**src/rtl/sync_ram_clr.sv**
```systemverilog
// sync_ram_clr
// Single-port synchronous RAM with a self-clearing sweep.
// After reset, or on a clr request, every location is overwritten with
// CLR_VAL, one word per cycle. busy is high for the whole sweep and we/re/clr
// are ignored while it is high. Once the sweep ends, the block is a plain
// RAM with a registered read port (latency 1) and a one-cycle q_valid strobe.
//
// Parameters
//   DATA_W   : word width in bits
//   ADDR_W   : address width; depth is 2**ADDR_W words
//   RDW_MODE : same-address read-during-write returns old (0) or new (1) data
//   CLR_VAL  : word written by the clear sweep
// Ports
//   clk     : clock, rising edge
//   rst_n   : asynchronous active-low reset (starts a new sweep on release)
//   clr     : single-cycle request to start a clear sweep
//   we      : write enable
//   re      : read enable
//   addr    : shared read/write address
//   data    : write data
//   q       : registered read data
//   q_valid : one-cycle strobe, q updated by a read on this edge
//   busy    : clear sweep in progress
module sync_ram_clr #(
    parameter int                DATA_W   = 8,
    parameter int                ADDR_W   = 6,
    parameter int                RDW_MODE = 0,
    parameter logic [DATA_W-1:0] CLR_VAL  = '0
) (
    input  logic              clk,
    input  logic              rst_n,
    input  logic              clr,
    input  logic              we,
    input  logic              re,
    input  logic [ADDR_W-1:0] addr,
    input  logic [DATA_W-1:0] data,
    output logic [DATA_W-1:0] q,
    output logic              q_valid,
    output logic              busy
);

    localparam int DEPTH = 2 ** ADDR_W;
    localparam logic [ADDR_W-1:0] CNT_LAST = ADDR_W'(DEPTH - 1);
    localparam logic [ADDR_W-1:0] CNT_ONE  = ADDR_W'(1);

    typedef enum logic [0:0] {
        ST_CLEAR = 1'b0,
        ST_IDLE  = 1'b1
    } state_t;

    state_t            state_r;
    logic [ADDR_W-1:0] cnt_r;
    logic [DATA_W-1:0] q_r;
    logic              q_valid_r;
    logic              busy_r;

    logic [DATA_W-1:0] mem_r [DEPTH];

    logic              mem_wr_s;
    logic [ADDR_W-1:0] mem_wa_s;
    logic [DATA_W-1:0] mem_wd_s;
    logic [DATA_W-1:0] rd_data_s;

    // Select the memory write source: the sweep while clearing, the user
    // port in IDLE unless clr pre-empts it. Nothing is written while reset
    // is held, so an aborted sweep leaves memory untouched until release.
    always_comb begin
        mem_wr_s = 1'b0;
        mem_wa_s = addr;
        mem_wd_s = data;
        if (!rst_n) begin
            mem_wr_s = 1'b0;
        end else if (state_r == ST_CLEAR) begin
            mem_wr_s = 1'b1;
            mem_wa_s = cnt_r;
            mem_wd_s = CLR_VAL;
        end else if (!clr && we) begin
            mem_wr_s = 1'b1;
        end else begin
            mem_wr_s = 1'b0;
        end
    end

    // Read data for a user read; on a same-cycle write, the new word bypasses
    // the array when new-data semantics are selected.
    always_comb begin
        rd_data_s = mem_r[addr];
        if ((RDW_MODE != 0) && we) begin
            rd_data_s = data;
        end else begin
            rd_data_s = mem_r[addr];
        end
    end

    // Storage array; deliberately not reset, the sweep initialises it.
    always_ff @(posedge clk) begin
        if (mem_wr_s) begin
            mem_r[mem_wa_s] <= mem_wd_s;
        end
    end

    // Sweep/idle controller with registered q, q_valid and busy.
    always_ff @(posedge clk or negedge rst_n) begin
        if (!rst_n) begin
            state_r   <= ST_CLEAR;
            cnt_r     <= '0;
            q_r       <= '0;
            q_valid_r <= 1'b0;
            busy_r    <= 1'b1;
        end else begin
            case (state_r)
                ST_CLEAR: begin
                    q_valid_r <= 1'b0;
                    // The last location ends the sweep; cnt never wraps
                    // back to re-clear location 0.
                    if (cnt_r == CNT_LAST) begin
                        state_r <= ST_IDLE;
                        busy_r  <= 1'b0;
                        cnt_r   <= '0;
                    end else begin
                        cnt_r   <= cnt_r + CNT_ONE;
                    end
                end
                ST_IDLE: begin
                    if (clr) begin
                        state_r   <= ST_CLEAR;
                        busy_r    <= 1'b1;
                        cnt_r     <= '0;
                        q_valid_r <= 1'b0;
                    end else if (re) begin
                        q_r       <= rd_data_s;
                        q_valid_r <= 1'b1;
                    end else begin
                        q_valid_r <= 1'b0;
                    end
                end
                default: begin
                    state_r   <= ST_CLEAR;
                    busy_r    <= 1'b1;
                    cnt_r     <= '0;
                    q_valid_r <= 1'b0;
                end
            endcase
        end
    end

    assign q       = q_r;
    assign q_valid = q_valid_r;
    assign busy    = busy_r;

endmodule

```
**config.mk**
```make
export PLATFORM = sky130hd
export DESIGN_NAME = sync_ram_clr
export DESIGN_NICKNAME = d
export VERILOG_FILES = /design/src/rtl/sync_ram_clr.sv
export SDC_FILE = /design/constraint.sdc
export NUM_CORES = 1
export LEC_CHECK = 0
export CAP_MARGIN = 20
export CORE_ASPECT_RATIO = 1.75
export CORE_MARGIN = 2
export CORE_UTILIZATION = 65
export CTS_BUF_LIST = sky130_fd_sc_hd__clkbuf_8
export DETAILED_ROUTE_END_ITERATION = 12
export PLACE_DENSITY = 0.82
export SKIP_LAST_GASP = 1
export SYNTH_ARGS = -nofsm -noshare
export SYNTH_HDL_FRONTEND = slang
export SYNTH_SLANG_ARGS = --single-unit
export TNS_END_PERCENT = 30
```
**constraint.sdc**
```tcl
create_clock -name clk -period 5.8 [get_ports clk]
set_input_delay 0.87 -clock clk [delete_from_list [all_inputs] [get_ports clk]]
set_output_delay 0.87 -clock clk [all_outputs]
set_load 0.03 [all_outputs]
```
## After elaboration in Yosys (flattened, before gate mapping)

Memories as Yosys holds them, arrays and structs flattened. A register that Yosys moved wholly into a read port is not among the register bits.
Index checks and enable logic that the tools add are counted.

| storage, ports and cells | value |
|---|---|
| bits of input ports | 19 |
| register bits after elaboration | 9 |
| memory bits (writable) | 512 |
| logic and storage cells | 37 |
| memories kept | 1 |
| output and inout bits | 10 |

Memories:

| name | words | bits a word | read ports | clocked after Yosys merged registers in | write ports | RTL line | RTL |
|---|---|---|---|---|---|---|---|
| mem_r | 64 | 8 | 1 | 1 | 1 | 57 | `logic [DATA_W-1:0] mem_r [DEPTH];` |

| operators by class | value |
|---|---|
| add/sub/neg operators | 1 |
| reduce and logical (&&, ||, !) cells | 5 |
| mux-type cells | 21 |
| equal/unequal tests | 3 |
| bitwise gates (word level) | 2 |

Operator list:

| operator | number |
|---|---|
| two-way mux 6 bit | 4 |
| two-way mux 8 bit | 2 |
| one-hot mux 6 bit (2 select lines) | 1 |
| two-way mux 1 bit | 11 |
| adder 6 x 1 -> 6 bit (second input constant) | 1 |
| == test 6 bit (second input constant) | 1 |
| one-hot mux 1 bit (2 select lines) | 3 |
| AND reduction 3 bit | 1 |
| logical NOT 1 bit | 2 |
| inequality test 2 x 1 -> 1 bit (second input constant) | 1 |
| inequality test 2 bit (second input constant) | 1 |
| NOT 1 bit | 2 |
| AND reduction 2 bit | 1 |
| logical AND 1 bit | 1 |

## Depth between registers and ports, before layout

Gate-level depths: netlist of run 1.

| logic depth | value |
|---|---|
| depth in word-level cells | 7 |
| gate-level depth with buffers | 11 |
| mapped depth without buffers | 7 |

## Worst setup path before layout of run 1

No wires, ideal clock.

| timing path | value |
|---|---|
| path kind | input to register |
| start | input port addr[0] |
| end | memory mem_r[17][0] (enable) |
| setup time | 0.370 ns |
| arrival | 2.550 ns |
| data required time | 5.430 ns |
| cell stages on the path | 9 |
| buffers on the path | 5 |
| path slack | 2.880 ns |
| cell sequence | buf_6 > buf_8 > buf_6 > buf_6 > nand4b_1 > a21boi_0 > nand2b_1 > clkbuf_1 > nor2_1 |

| between the ends | value |
|---|---|
| cells in the longest elaborated chain, start to end | 2 |

Ends and longest elaborated chain:

| what | RTL line | RTL |
|---|---|---|
| start, declared | 35 | `input logic [ADDR_W-1:0] addr,` |
| two-way mux 6 bit | 73 | `end else if (state_r == ST_CLEAR) begin` |
| two-way mux 6 bit (*) | 71 | `if (!rst_n) begin` |
| end, declared | 57 |  |

Every way passes the cells marked *; elsewhere a longest branch is shown, timed or not.

## Worst setup path after layout of run 1

| timing path | value |
|---|---|
| start | input port rst_n |
| end | memory mem_r[8][2] (enable) |

| between the ends | value |
|---|---|
| cells in the longest elaborated chain, start to end | 3 |
| elaborated cells on any way between the ends | 4 |
| classes of those cells | mux: 4 |

Ends and longest elaborated chain:

| what | RTL line | RTL |
|---|---|---|
| start, declared | 31 | `input logic rst_n,` |
| two-way mux 1 bit | 71 |  |
| two-way mux 1 bit | 97 | `if (mem_wr_s) begin` |
| two-way mux 1 bit (not written as such) | 98 | `mem_r[mem_wa_s] <= mem_wd_s;` |

Parallel ways exist; a longest one is shown, timed or not.

==> results.md, run 1 <==
- Layout Area Growth over Synthesis: 8.63%
- Width of the die: approximately 140 um
- Die ar.: approximately 34000 um2
- Final setup viols: 0
- GR Layer Usage met2: a little under half
- Worst setup path end: mem_r[8][2]
- Avg WL per Cell: 27.7 um
- R2R setup slack: 2.54 ns
- FILL cells: 1840
- Violated checks: design-rule violations
- Rel. slew slack: 30.2%
- Worst vdd ir: roughly 0.28 mV
- Critical path arrival: ~3.8 ns
- M3 GR Usage: approximately 4.7%
- Slew Viols, Final: 0
- Port Buffers: 28
- Post-Route Setup TNS: 0 ns
- Post-CTS Setup Inserts: 0
- Most Crowded Layer GR: met2
- Nets@finish: around 1200
- Most frequent cells in the layout: edfxtp_1, mux2i_1, clkbuf_8
- Startpoint types: primary input
- Max Cap Viol: 0
- Setup CP Type: in2reg
- Primary FF master, synth: edfxtp_1
- Site Rows: 87
- Die Ht: 242 um
- Grt met1 use: 32.4%
- Largest net degree at the start of global routing: about 100
- Status: finished, violations left
- Reg clk slew, reported paths: around 0.060 ns
- GR Overflow Total: 0
- DR iter-0 viols: approximately 1100
- Cells after DPL: 1503
- Vias: ~11000
- EDFF count, synth: roughly 510
- CTS tree: yes
- Clk Latency, worst-skew pair: between 0.6 and 0.7 ns
- Worst setup path startpoint: rst_n
- Bufs on Longest Clock Path: 3
- Synthesis Warnings: 0
- Reg area: approximately 16000 um2
- Routability Congestion: roughly 0.87
- Core area: roughly 32000 um2
- Routed Antenna Nets: 0
- Sink Count: approximately 530
- Hold buffers post-CTS: 0
- Pwr Density: about 340 nW/um2
- Cell area after synthesis: approximately 21000 um2
- Layout cells sized above 1: between 10% and 20%
- Reg2reg path depth: 4
- Unique masters post-synth: 39
- LEAKAGE: roughly 0.0077 uW
- Synth Instances: around 1100
- Gr usage total: 27.2%
- Crit-path cells: clkdlybuf4s50_1, buf_4, nand2b_1, nor3_1, a21oi_1, nand2b_1, nor2_1
- Num CTS Buffers: 67
- RR Endpoint: mem_r[29][4]
- Vias in the first global route: 10800
- CP Max Fanout: 26
- Largest delay contributor family on the critical path: simple AND/OR/NAND/NOR gates
- Number of stages on the worst setup path: 7
- Synthesized net count: 1144
- #FFs+latches synth: approximately 530
- HPWL after detailed placement: approximately 29000 um
- I/O pins: 29
- Final WS setup: around 2.3 ns
- Async SR Flop Fraction: ~3.2%
- CP most frequent cell: nand2b_1
- Vias per cell: around 6.6
- Crit-path slowest cell: nor2_1
- Initial antenna violation count: 1
- Resized cells post-CTS: 0
- # H-tree levels: 3
- Multi-input logic area: around 5000 um2
- Dpl cell area: around 22000 um2
- First-pass GRT wire length: roughly 67000 um
- Non-filler cells, final: roughly 1600
- Initial Util: about two thirds
- Final period util: 60.8%
- Final WL: ~45000 um
- Worst EP required: a little over 6 ns
- Crit end category: flip-flop
- Worst hold path type: reg2reg
- Worst path max stage delay: about 0.7 ns
- Fmax: between 0.2 and 0.3 GHz
- Worst slew pin tran: approximately 1.0 ns
- Worst R2R Start: state_r
- Post-Place Setup Slack: roughly 1.7 ns
- Register area share after synthesis: ~75%
- Commonest non-fill, non-tap cell in the layout: edfxtp_1
- Final Hold Fails: 0
- RSZ-0062 raised after global routing: no
- Worst-case clock skew: about 0.024 ns
- Mean post-synth cell area: between 15 and 20 um2
- Final Cell Area: 22900 um2
- Fin crit period: approximately 3.5 ns
- CP bufs+invs: 2
- DRC Markers: 1
- Root Driver: clkbuf_8
- Drt pass-1 iters: 9
-- sequential cells by signal, summed over array words and instances (netlist names) --
signal and flops:
state_r 1, cnt_r 6, mem_r 512, q 8, busy 1, q_valid 1
-- worst register-to-register path: stages, from the launching register on --
cell and delay, ns:
dfrtp_1 0.68, nand2b_1 0.69, mux2i_1 0.42, nand2_1 0.34, nor2_1 0.75
-- kinds of logic (layout without fill, tap and decap cells) --
| group | after synthesis | count (layout) | synth area share [%] |
|---|---|---|---|
| buffers and inverters | 68 | 168 | 2.06 |
| other | 0 | 1 | 0 |
| multiplexers | 219 | 219 | 15.1 |
| AO/OA/AOI/OAI | 122 | 122 | 3.85 |
| AND/OR/NAND/NOR | 182 | 182 | 3.86 |
| flip-flops | 529 | 529 | 75.0 |
| adder cells (fa/ha/maj) | 1 | 1 | 0.0593 |
| XOR/XNOR | 3 | 3 | 0.125 |
-- stage by stage --
stage | total power (uW) | hold slack [ns] | utilization (%)
detailed placement | 5280 | 0.499 | 67.3
floorplan | 4980 | 0.552 | -
global placement | 5240 | 0.498 | 67.1
CTS | 7780 | 0.513 | 71.2
finish | 7760 | 0.513 | 71.3
global route | 8000 | 0.540 | 71.3
-- routing by layer --
metal / routed length [um] / up-vias
met2: 23900 / 513
met1: 15400 / 5357
met4: 2770 / 0
li1: - / 4644
met3: 3000 / 153
met5: 0 / -
-- area by class of cell --
class	instances	area share (%)
timing repair buffer	47	2.02
antenna	1	0.0109
clock buffer	74	4.45
inverter	2	0.0328
tap	400	2.19
sequential	529	69.0
clock inverter	45	1.07
multi-input combinational	527	21.2
-- how the worst min path moves through the flow --
stage                     slack, ns  endpoint  startpoint  cells past startpoint
after detailed placement       0.50      busy        busy                      2
after global placement         0.50      q[2]        q[2]                      2
after floorplan                0.55      busy        busy                      2
after global routing           0.54      busy        busy                      2
after CTS                      0.51      busy        busy                      2
final                          0.51      busy        busy                      2
-- synth_stat cells (2+ instances only) --
cell / number / share of area [%]
inv_1: 2 / 0.036
mux4_1: 21 / 2.6
buf_8: 3 / 0.21
buf_6: 10 / 0.53
nand3_1: 37 / 0.88
a21oi_1: 26 / 0.62
buf_2: 25 / 0.59
nand2b_1: 8 / 0.24
xor2_1: 2 / 0.083
a41oi_1: 8 / 0.33
edfxtp_1: 512 / 73
buf_1: 2 / 0.036
mux4_2: 51 / 5.4
o21ai_0: 6 / 0.14
clkbuf_4: 4 / 0.14
nand3b_1: 5 / 0.18
buf_4: 5 / 0.18
mux2_2: 9 / 0.48
o22ai_1: 13 / 0.39
a22oi_1: 56 / 2.0
nor2_1: 73 / 1.3
dfrtp_1: 16 / 1.9
clkbuf_1: 16 / 0.28
and2_1: 9 / 0.27
nand2_1: 43 / 0.77
nor2b_1: 4 / 0.12
o21a_1: 2 / 0.071
mux2i_1: 138 / 6.6
o21ai_1: 8 / 0.19
-- report_power, final --
part	total, uW	internal (uW)	switching [uW]
sequential	4420	4340	84.2
clock	2550	1270	1280
combinational	787	267	520
total	7760	5870	1880
No activity file was read; power rests on OpenSTA's default activity.
==> inputs of run 2 (changes only) <==
--- a/config.mk
+++ b/config.mk
@@ -8,10 +8,10 @@
 export CAP_MARGIN = 20
 export CORE_ASPECT_RATIO = 1.75
 export CORE_MARGIN = 2
-export CORE_UTILIZATION = 65
+export CORE_UTILIZATION = 58
 export CTS_BUF_LIST = sky130_fd_sc_hd__clkbuf_8
 export DETAILED_ROUTE_END_ITERATION = 12
-export PLACE_DENSITY = 0.82
+export PLACE_DENSITY = 0.78
 export SKIP_LAST_GASP = 1
 export SYNTH_ARGS = -nofsm -noshare
 export SYNTH_HDL_FRONTEND = slang
==> constraint.sdc (replaced) <==
create_clock -name clk -period 3.2 [get_ports clk]
set_input_delay 0.48 -clock clk [delete_from_list [all_inputs] [get_ports clk]]
set_output_delay 0.48 -clock clk [all_outputs]
set_load 0.03 [all_outputs]
==> run 2 against run 1 <==
  * The run now ends clean
  * Hold slack lost 0.28 ns
  * Worst setup slack lost 1.7 ns
  * Combinational power grew 94%
  * Sequential share of layout area shrank 2.5 points
  * Wire length grew 0.65%
  * Sequential power grew 82%
  * Register-to-register slack lost 2.0 ns
  * Critical path type is now reg2reg
  * Die area grew 12%
==> results.md, run 2 (synthesized netlist as in run 1, its figures left out) <==
- Status: finished, final reports clean
- Gr usage total: around 24%
- R2R setup slack: between 0.5 and 0.6 ns
- DR iter-0 viols: between 900 and 1000
- Avg WL per Cell: ~25 um
- Core area: 35900 um2
- Worst-case clock skew: around 0.035 ns
- Register with the most flip-flops: mem_r
- Die ar.: 37900 um2
- I/O pins: 29
- Fmax: 0.383 GHz
- Max Cap Viol: 0
- Critical path arrival: approximately 2.9 ns
- GR Overflow Total: 0
- Max reg flops: just over 500
- Post-Route Setup TNS: 0 ns
- Pwr Density: between 500 and 600 nW/um2
- Nets@finish: 1290
- Vias: 11000
- Root Driver: clkbuf_8
- Final setup viols: 0
- Drt pass-1 iters: 7
- Slew Viols, Final: 0
- First-pass GRT wire length: between 60000 and 70000 um
- Width of the die: roughly 150 um
- Largest net degree at the start of global routing: 75
- RR Endpoint: mem_r[4][1]
- Routed Antenna Nets: 0
- Resized cells post-CTS: 0
- Vias per cell: between 6 and 7
- Crit end category: flip-flop
- Worst hold path type: in2async
- Reg2reg path depth: 5
- Worst vdd ir: ~0.42 mV
- Worst EP required: about 3.4 ns
- HPWL after detailed placement: just under 30000 um
- Layout Area Growth over Synthesis: 12.8%
- Initial antenna violation count: 2
- Final Hold Fails: 0
- Hold buffers post-CTS: 0
- Routability Congestion: 0.997
- Reg clk slew, reported paths: 0.07 ns
- Most frequent cells in the layout: edfxtp_1, mux2i_1, buf_4
- Startpoint types: flip-flop
- Layout cells sized above 1: 21.0%
- CP Max Fanout: 18
- # H-tree levels: 3
- Num CTS Buffers: slightly below 70
- Core Util, Final: between 60% and 70%
- WHS: between 0.2 and 0.25 ns
- Sink Count: approximately 530
- Commonest non-fill, non-tap cell in the layout: edfxtp_1
- Site Rows: 92
- Vias in the first global route: roughly 11000
- DRC Markers: 0
- Worst R2R Start: state_r
- Final WL: between 40000 and 50000 um
- Die Ht: 256 um
- Final period util: between 80% and 90%
- RSZ-0062 raised after global routing: no
- Post-CTS Setup Inserts: 0
- Initial Util: between 50% and 60%
- LEAKAGE: ~0.0082 uW
- Clk Latency, worst-skew pair: just over 0.6 ns
- FILL cells: between 2000 and 2500
- CTS tree: yes
- Fin crit period: approximately 2.6 ns
- Rel. slew slack: between 30% and 40%
- Port Buffers: 28
- Worst slew pin tran: 0.958 ns
- Setup CP Type: reg2reg
- Bufs on Longest Clock Path: 3
-- run 2: changes by cell type in the layout (fill, tap and decap cells not counted), sizes merged --
cell,previous run,this run
inv,20,17
clkinvlp,1,2
clkinv,24,31
buf,22,116
-- run 2: metrics by stage --
step / worst slack, ns / power, uW / instance area, um2 / instances
floorplan: 0.670 / 9020 / 21100 / 1124
global placement: 0.211 / 9630 / 22500 / 1669
detailed placement: 0.209 / 9680 / 22500 / 1669
CTS: 0.685 / 14200 / 23800 / 1793
global route: 0.512 / 14600 / 23800 / 1794
finish: 0.587 / 14200 / 23800 / 1794
-- run 2: report_power, final --
part	internal [uW]	leakage [uW]	switching, uW
Clock	2310	0.000717	2290
Sequential	7870	0.00489	165
Combinational	573	0.00257	952
-- run 2: final cells by class --
| cell class | instances | area (um2) | share of cell area (%) |
|---|---|---|---|
| clock inverter | 50 | 263 | 1.11 |
| inverter | 2 | 7.51 | 0.0316 |
| timing repair buffer | 141 | 1230 | 5.16 |
| tap | 470 | 588 | 2.47 |
| antenna | 1 | 2.50 | 0.0105 |
| multi-input combinational | 527 | 4860 | 20.5 |
| clock buffer | 74 | 1020 | 4.28 |
| sequential | 529 | 15800 | 66.5 |
-- run 2: worst max-delay path by stage --
| stage | from | end | slack, ns | cells after the start |
|---|---|---|---|---|
| 3_5_place_dp | addr[0] | q[2] | 0.21 | 7 |
| 2_1_floorplan | addr[0] | mem_r[17][0] | 0.67 | 9 |
| 6_report | state_r | mem_r[4][1] | 0.59 | 5 |
| 5_1_grt | state_r | mem_r[4][4] | 0.51 | 5 |
| 4_1_cts | state_r | mem_r[4][4] | 0.68 | 5 |
| 3_3_place_gp | addr[0] | q[5] | 0.21 | 9 |
-- run 2: layer usage --
layer | up-vias | track usage [%] | part of all wire, %
met3 | 157 | 4.09 | 5.8
met1 | 5520 | 25.7 | 33
met4 | 2 | 15.7 | 6.9
met5 | - | 0 | 0.029
li1 | 4827 | - | -
met2 | 450 | 44.7 | 54
-- run 2: critical path: stages, from the launching register on --
cell and delay [ns]:
dfrtp_1 0.48, nand2b_1 0.20, buf_4 0.23, mux2i_1 0.41, nand2_1 0.32, nor2_1 0.59
